==> src/rtl/generic_1clk_fifo_ctrl_if.sv <==
// Request/status bundle between a single-clock FIFO controller and its user logic.
// The controller takes the slave side; producer/consumer logic takes the master side.
interface generic_1clk_fifo_ctrl_if #(
  parameter int PTR_WIDTH = 8
);
  logic                 wr_op;
  logic                 rd_op;
  logic                 clr_err;
  logic [PTR_WIDTH:0]   afull_thr;
  logic [PTR_WIDTH:0]   aempty_thr;

  logic                 wr_en;
  logic [PTR_WIDTH-1:0] wr_addr;
  logic                 rd_en;
  logic [PTR_WIDTH-1:0] rd_addr;
  logic                 rd_data_valid;
  logic                 full;
  logic                 empty;
  logic                 afull;
  logic                 aempty;
  logic [PTR_WIDTH:0]   entry_used;
  logic                 err_wrfull;
  logic                 err_rdempty;

  modport master (
    output wr_op, rd_op, clr_err, afull_thr, aempty_thr,
    input  wr_en, wr_addr, rd_en, rd_addr, rd_data_valid, full, empty,
           afull, aempty, entry_used, err_wrfull, err_rdempty
  );

  modport slave (
    input  wr_op, rd_op, clr_err, afull_thr, aempty_thr,
    output wr_en, wr_addr, rd_en, rd_addr, rd_data_valid, full, empty,
           afull, aempty, entry_used, err_wrfull, err_rdempty
  );
endinterface

==> src/rtl/generic_1clk_fifo_ctrl.sv <==
// Single-clock FIFO controller for a 1r1w memory of any depth 2..2^PTR_WIDTH.
// Define GENERIC_1CLK_FIFO_WMARK_EN to add the peak-occupancy output wmark.
module generic_1clk_fifo_ctrl #(
  parameter int PTR_WIDTH      = 8,
  parameter int NUM_OF_ENTRIES = 256
) (
  input  logic                 clk,
  input  logic                 rst,
  generic_1clk_fifo_ctrl_if.slave bus
`ifdef GENERIC_1CLK_FIFO_WMARK_EN
  ,
  output logic [PTR_WIDTH:0]   wmark
`endif
);

  localparam logic [PTR_WIDTH:0]   DEPTH    = (PTR_WIDTH+1)'(NUM_OF_ENTRIES);
  localparam logic [PTR_WIDTH-1:0] LAST_IDX = PTR_WIDTH'(NUM_OF_ENTRIES - 1);

  logic [PTR_WIDTH-1:0] wr_ptr;
  logic [PTR_WIDTH-1:0] rd_ptr;
  logic [PTR_WIDTH:0]   count;
  logic [PTR_WIDTH:0]   count_nxt;
  logic                 rd_valid_q;
  logic                 err_wrfull_q;
  logic                 err_rdempty_q;
  logic                 full;
  logic                 empty;
  logic                 wr_acc;
  logic                 rd_acc;

  // Wrap explicitly at the last entry so non-power-of-two depths work.
  function automatic logic [PTR_WIDTH-1:0] ptr_inc(input logic [PTR_WIDTH-1:0] p);
    return (p == LAST_IDX) ? '0 : p + PTR_WIDTH'(1);
  endfunction

  assign full   = (count == DEPTH);
  assign empty  = (count == '0);
  assign wr_acc = bus.wr_op && !full;
  assign rd_acc = bus.rd_op && !empty;

  // NOTE: always_comb assigns a default before the case so no path leaves
  // count_nxt unassigned, which would otherwise infer a latch.
  always_comb begin
    count_nxt = count;
    case ({wr_acc, rd_acc})
      2'b10:   count_nxt = count + (PTR_WIDTH+1)'(1);
      2'b01:   count_nxt = count - (PTR_WIDTH+1)'(1);
      default: count_nxt = count;
    endcase
  end

  // NOTE: sequential state uses non-blocking assignments so every register
  // samples pre-edge values regardless of statement order.
  always_ff @(posedge clk) begin
    if (rst) begin
      wr_ptr        <= '0;
      rd_ptr        <= '0;
      count         <= '0;
      rd_valid_q    <= 1'b0;
      err_wrfull_q  <= 1'b0;
      err_rdempty_q <= 1'b0;
    end else begin
      if (wr_acc) wr_ptr <= ptr_inc(wr_ptr);
      if (rd_acc) rd_ptr <= ptr_inc(rd_ptr);
      count      <= count_nxt;
      rd_valid_q <= rd_acc;
      // A new error in the clearing cycle must survive the clear.
      err_wrfull_q  <= (bus.wr_op && full)  || (err_wrfull_q  && !bus.clr_err);
      err_rdempty_q <= (bus.rd_op && empty) || (err_rdempty_q && !bus.clr_err);
    end
  end

`ifdef GENERIC_1CLK_FIFO_WMARK_EN
  always_ff @(posedge clk) begin
    if (rst) begin
      wmark <= '0;
    end else if (bus.clr_err) begin
      wmark <= count;
    end else if (count_nxt > wmark) begin
      wmark <= count_nxt;
    end
  end
`endif

  assign bus.wr_en         = wr_acc;
  assign bus.rd_en         = rd_acc;
  assign bus.wr_addr       = wr_ptr;
  assign bus.rd_addr       = rd_ptr;
  assign bus.rd_data_valid = rd_valid_q;
  assign bus.full          = full;
  assign bus.empty         = empty;
  assign bus.afull         = (count >= bus.afull_thr);
  assign bus.aempty        = (count <= bus.aempty_thr);
  assign bus.entry_used    = count;
  assign bus.err_wrfull    = err_wrfull_q;
  assign bus.err_rdempty   = err_rdempty_q;

endmodule

==> src/flat_wrapper.sv <==
// flat-port wrapper written by rule: the top's interface ports become plain ports
module generic_1clk_fifo_ctrl_flat 
#(
  parameter int PTR_WIDTH      = 8,
  parameter int NUM_OF_ENTRIES = 256
)
  (clk, rst, bus_wr_op, bus_rd_op, bus_clr_err, bus_afull_thr, bus_aempty_thr, bus_wr_en, bus_wr_addr, bus_rd_en, bus_rd_addr, bus_rd_data_valid, bus_full, bus_empty, bus_afull, bus_aempty, bus_entry_used, bus_err_wrfull, bus_err_rdempty);
  generic_1clk_fifo_ctrl_if #(.PTR_WIDTH(PTR_WIDTH)) bus_i ();
  input  logic clk;
  input  logic rst;
  input wire logic [$bits(bus_i.wr_op)-1:0] bus_wr_op;
  input wire logic [$bits(bus_i.rd_op)-1:0] bus_rd_op;
  input wire logic [$bits(bus_i.clr_err)-1:0] bus_clr_err;
  input wire logic [$bits(bus_i.afull_thr)-1:0] bus_afull_thr;
  input wire logic [$bits(bus_i.aempty_thr)-1:0] bus_aempty_thr;
  output wire logic [$bits(bus_i.wr_en)-1:0] bus_wr_en;
  output wire logic [$bits(bus_i.wr_addr)-1:0] bus_wr_addr;
  output wire logic [$bits(bus_i.rd_en)-1:0] bus_rd_en;
  output wire logic [$bits(bus_i.rd_addr)-1:0] bus_rd_addr;
  output wire logic [$bits(bus_i.rd_data_valid)-1:0] bus_rd_data_valid;
  output wire logic [$bits(bus_i.full)-1:0] bus_full;
  output wire logic [$bits(bus_i.empty)-1:0] bus_empty;
  output wire logic [$bits(bus_i.afull)-1:0] bus_afull;
  output wire logic [$bits(bus_i.aempty)-1:0] bus_aempty;
  output wire logic [$bits(bus_i.entry_used)-1:0] bus_entry_used;
  output wire logic [$bits(bus_i.err_wrfull)-1:0] bus_err_wrfull;
  output wire logic [$bits(bus_i.err_rdempty)-1:0] bus_err_rdempty;
  assign bus_i.wr_op = bus_wr_op;
  assign bus_i.rd_op = bus_rd_op;
  assign bus_i.clr_err = bus_clr_err;
  assign bus_i.afull_thr = bus_afull_thr;
  assign bus_i.aempty_thr = bus_aempty_thr;
  assign bus_wr_en = bus_i.wr_en;
  assign bus_wr_addr = bus_i.wr_addr;
  assign bus_rd_en = bus_i.rd_en;
  assign bus_rd_addr = bus_i.rd_addr;
  assign bus_rd_data_valid = bus_i.rd_data_valid;
  assign bus_full = bus_i.full;
  assign bus_empty = bus_i.empty;
  assign bus_afull = bus_i.afull;
  assign bus_aempty = bus_i.aempty;
  assign bus_entry_used = bus_i.entry_used;
  assign bus_err_wrfull = bus_i.err_wrfull;
  assign bus_err_rdempty = bus_i.err_rdempty;
  generic_1clk_fifo_ctrl #(.PTR_WIDTH(PTR_WIDTH), .NUM_OF_ENTRIES(NUM_OF_ENTRIES)) u_core (.clk(clk), .rst(rst), .bus(bus_i));
endmodule
==> config.mk <==
export PLATFORM = sky130hd
export DESIGN_NAME = generic_1clk_fifo_ctrl_flat
export DESIGN_NICKNAME = d
export VERILOG_FILES = /design/src/rtl/generic_1clk_fifo_ctrl_if.sv /design/src/rtl/generic_1clk_fifo_ctrl.sv /design/src/flat_wrapper.sv
export SDC_FILE = /design/constraint.sdc
export NUM_CORES = 1
export LEC_CHECK = 0
export ABC_AREA = 1
export CORE_MARGIN = 5
export CORE_UTILIZATION = 35
export DETAILED_ROUTE_END_ITERATION = 7
export DONT_BUFFER_PORTS = 1
export GPL_TIMING_DRIVEN = 0
export PLACE_DENSITY = 0.5
export SYNTH_ARGS = -nofsm -noshare
export SYNTH_HDL_FRONTEND = slang
export SYNTH_SLANG_ARGS = --single-unit
==> constraint.sdc <==
create_clock -name clk -period 3 [get_ports clk]
set_input_delay 0.15 -clock clk [delete_from_list [all_inputs] [get_ports clk]]
set_output_delay 0.15 -clock clk [all_outputs]
set_load 0.01 [all_outputs]
==> reports/qor.log <==
[critical_path] data arrival time of the worst path 2.86 ns
[critical_path] type of destination of the critical path flip-flop
[final_layout] share of the core filled with cells 38.9%
[yosys] most frequently used cell type in the post-synthesis netlist nand2_1
[yosys] proportion of synthesized chip area in sequential cells 24.2%
[die] Initial Utilization 36.2%
[clocking] number of buffers added by the clock tree synthesis step 3
[detailed_routing] DRC marker count from the first detailed-route iteration 56
[detailed_routing] Antenna Violating Nets Remaining 0
[yosys] net count after synthesis 410
[final_layout] proportion of layout cells with a drive suffix above 1 7.46%
[critical_path] master of the slowest instance on the critical path dfxtp_1
[detailed_routing] Avg Vias per Cell 4.82
[sta] number of pins with negative max-slew slack in the final report 0
[critical_path] end of the worst register-to-register path u_core.bus.entry_used[6]$_SDFFE_PP0P_
[clocking] Clock Pin Slew Worst Setup and Hold Paths 0.11 ns
[detailed_routing] per-cell routed wire length 12.7 µm
[die] overall die height 91.3 µm
[min_path] startpoint of the tightest hold check path rst
[sta] Final min period 2.66 ns
[die] count of pins on the block boundary 57
[yosys] top cells by area in the synthesized netlist dfxtp_1 (24%), ha_1 (15%), nand2_1 (15%), inv_1 (8.9%), nor2_1 (8.3%)
[critical_path] dominant delay contributor by cell family on the critical path simple AND/OR/NAND/NOR gates
[pwr] VDD IR max 0.454 mV
[detailed_routing] routed length on met1 2.61 mm
[yosys] area share of the largest cell type after synthesis 24.2%
[critical_path] largest driver fanout on the critical path 10
[min_path] path class of the lowest-slack min-delay path in -> reg
[critical_path] kind of launch point of the worst setup path flip-flop
[detailed_routing] amount of wire on met2 after detailed routing 2.58 mm
[final_layout] non-filler instance count after layout 439
[critical_path] timing startpoint of the critical path u_core.bus.entry_used[6]$_SDFFE_PP0P_
[sta] headroom to the max-slew limit 62.3%
[critical_path] most prevalent standard cell on the critical path nand2_1
[critical_path] cells traversed along the worst timing path nor2_1 -> nand2_1 -> nor2_4 -> nand2_4 -> nand2_8 -> inv_2 -> ha_2 -> ha_1 -> or2_2 -> nand3b_1 -> nand2_1 -> nand2_1 -> nand3_1 -> nand2_1 -> inv_1
[die] area of the core 6390 µm²
[detailed_routing] final routed wirelength across all metal layers 5.57 mm
[place] number of I/O port buffers 0
[final_layout] diode insertion count for antenna repair 0
[clocking] count of hold-fix buffers inserted at cts 0
[place] placed insts 435
[pwr] P_leak 0.00125 µW
[critical_path] CP bufs+invs 2
[yosys] post-synthesis cell type count 29
[place] post-DP HPWL 4.37 mm
[critical_path] reg-to-reg critical path startpoint u_core.bus.entry_used[6]$_SDFFE_PP0P_
[global_route] first-pass GRT wire length 9.60 mm
[min_path] cell depth of the worst min-delay path 3
[critical_path] type of the worst setup path reg -> reg
[outcome] outcome finished clean
[sta] Least-Margin Pin Slew 0.566 ns
[critical_path] worst r2r path cells 15
[sta] Sum Neg Setup Slack 0 ns
[die] Die ar. 8330 µm²
[sta] worst-case hold slack 0.0155 ns
[flow_run] Maximum Capacitance Violations 0
[min_path] hold endpoint u_core.bus.entry_used[2]$_SDFFE_PP0P_
[global_route] vias in the first global route 2026
[pwr] total chip power 1970 µW
[global_route] total routing resource utilization after global routing 13.7%
[yosys] count of mapped cells out of synthesis 358
[place] final weighted congestion in routability-driven placement 0.791
[critical_path] WP data required 3.20 ns
[detailed_routing] top metal layer carrying routed signals met4
[critical_path] Worst R2R Setup Slack 0.34 ns
[yosys] leading cell types by count after synthesis nand2_1 (90), inv_1 (55), nor2_1 (51), dfxtp_1 (28), ha_1 (28)
[yosys] yosys warns 0
[critical_path] largest stage delay on the critical path 0.54 ns
[sta] post-route clock skew 0.00379 ns
[global_route] total global routing overflow 0
[yosys] EDFF count, synth 0
[global_route] initial antenna violation count 0
[clocking] maximum level of the CTS H-tree 1
[yosys] fraction of synthesis flops using an asynchronous set or reset pin 0%
[die] Rows 29
[yosys] syn avg cell area 6.46 µm²
[clocking] latest clock arrival within the worst-skew pair 0.29 ns
[yosys] largest area contributor in the netlist dfxtp_1
[sta] number of failing hold endpoints at the final stage 0
[sta] period utilisation layout 88.7%
[final_layout] area growth from synthesis to layout 7.41%
[pwr] Power Dens Cells 795 nW/µm²
[detailed_routing] wire length on met3 337 µm
[yosys] most used flip-flop cell after synthesis dfxtp_1
[yosys] flip-flop and latch count after synthesis 28
[yosys] netlist area before placement 2310 µm²
[sta] unrepaired setup endpoints after global routing false
[die] width of the chip 91.3 µm
[clocking] Max clock buf depth 2
[detailed_routing] total iterations of the first detailed-routing run 4
[sta] Fmax achieved 376 MHz
[sta] number of setup violations in the final report 0
[final_layout] layout net count 415
[detailed_routing] count of vias placed by the detailed router 2116
[clocking] buffer type at the clock tree root clkbuf_8
[clocking] TritonCTS clock tree done
[detailed_routing] DRC 0
[global_route] maximum number of pins on one net before global-route repair 17
[final_layout] count of fill cells added during filler insertion 704
[clocking] # clock sinks 28
[cell type report]
cell class	instances	area [µm²]	area share, %
Tap cell	77	96.3	3.88
Multi-Input combinational cell	268	1510	60.8
Clock buffer	3	41.3	1.66
Buffer	5	31.3	1.26
Inverter	57	214	8.61
Sequential cell	28	562	22.6
Clock inverter	1	30.0	1.21
[cell usage in the layout, fill, tap and decap left out, types with 8 or more instances in the layout]
cell / netlist / layout
nor2_1: 51 / 51
o21ai_0: 13 / 13
nand2_1: 90 / 90
nand3_1: 20 / 20
nand4_1: 10 / 10
a21oi_1: 25 / 25
inv_1: 55 / 55
ha_1: 28 / 27
or2_2: 8 / 8
dfxtp_1: 28 / 27
[logic make-up (layout without fill, tap and decap cells)]
family                     after synthesis  count (layout)  synth area share (%)
and+or+nand+nor                        191             191                  37.3
adders and majority gates               29              29                  16.0
AOI/OAI and AO/OA                       44              44                  10.3
buffers and inverters                   62              66                  10.6
xor gates and xnor gates                 4               4                  1.52
DFF                                     28              28                  24.2
[timing repair]
| action | CTS | global route |
|---|---|---|
| buffers inserted | 0 | 0 |
| resized for setup | 0 | 2 |
| endpoints found under the setup margin | 0 | 4 |
[metrics by stage]
| step | area [µm²] | setup WS [ns] |
|---|---|---|
| after global routing | 2480 | 0.110 |
| after CTS | 2480 | 0.145 |
| after detailed placement | 2410 | 0.161 |
| final | 2480 | 0.340 |
| after global placement | 2410 | 0.159 |
| after floorplan | 2310 | 0.626 |
[registers in the layout (all words and copies together) (netlist names)]
signal and flops:
u_core.bus.rd_data_valid 1, u_core.bus.err_rdempty 1, u_core.bus.rd_addr 8, u_core.bus.err_wrfull 1
u_core.bus.wr_addr 8, u_core.bus.entry_used 9
[how the worst max path moves through the flow]
stage          cells after the start  slack (ns)                                    end
6_report                          15        0.34  u_core.bus.entry_used[6]$_SDFFE_PP0P_
5_1_grt                           15        0.11  u_core.bus.entry_used[6]$_SDFFE_PP0P_
4_1_cts                           13        0.15  u_core.bus.entry_used[6]$_SDFFE_PP0P_
3_5_place_dp                      13        0.16  u_core.bus.entry_used[6]$_SDFFE_PP0P_
3_3_place_gp                      13        0.16  u_core.bus.entry_used[7]$_SDFFE_PP0P_
2_1_floorplan                     15        0.63  u_core.bus.entry_used[8]$_SDFFE_PP0P_
[power breakdown]
| group | internal (µW) | switching (µW) |
|---|---|---|
| Combinational | 390 | 601 |
| Sequential | 454 | 211 |
| Clock | 179 | 138 |
| Total | 1020 | 951 |
[metal layers]
| metal | vias to the layer above | track usage (%) |
|---|---|---|
| met5 | - | 0 |
| met4 | 0 | 2.69 |
| met3 | 5 | 4.55 |
| met2 | 38 | 23.8 |
| met1 | 927 | 16.5 |
| li1 | 1146 | - |
[worst register-to-register path: cells and delay by family (launching register included)]
kind,cells,cell delay [ns]
simple gates,11,1.21
flops,1,0.54
buf+inv,2,0.17
fa+ha+maj,2,0.66
Note: power is estimated with default switching activity, not from simulation.
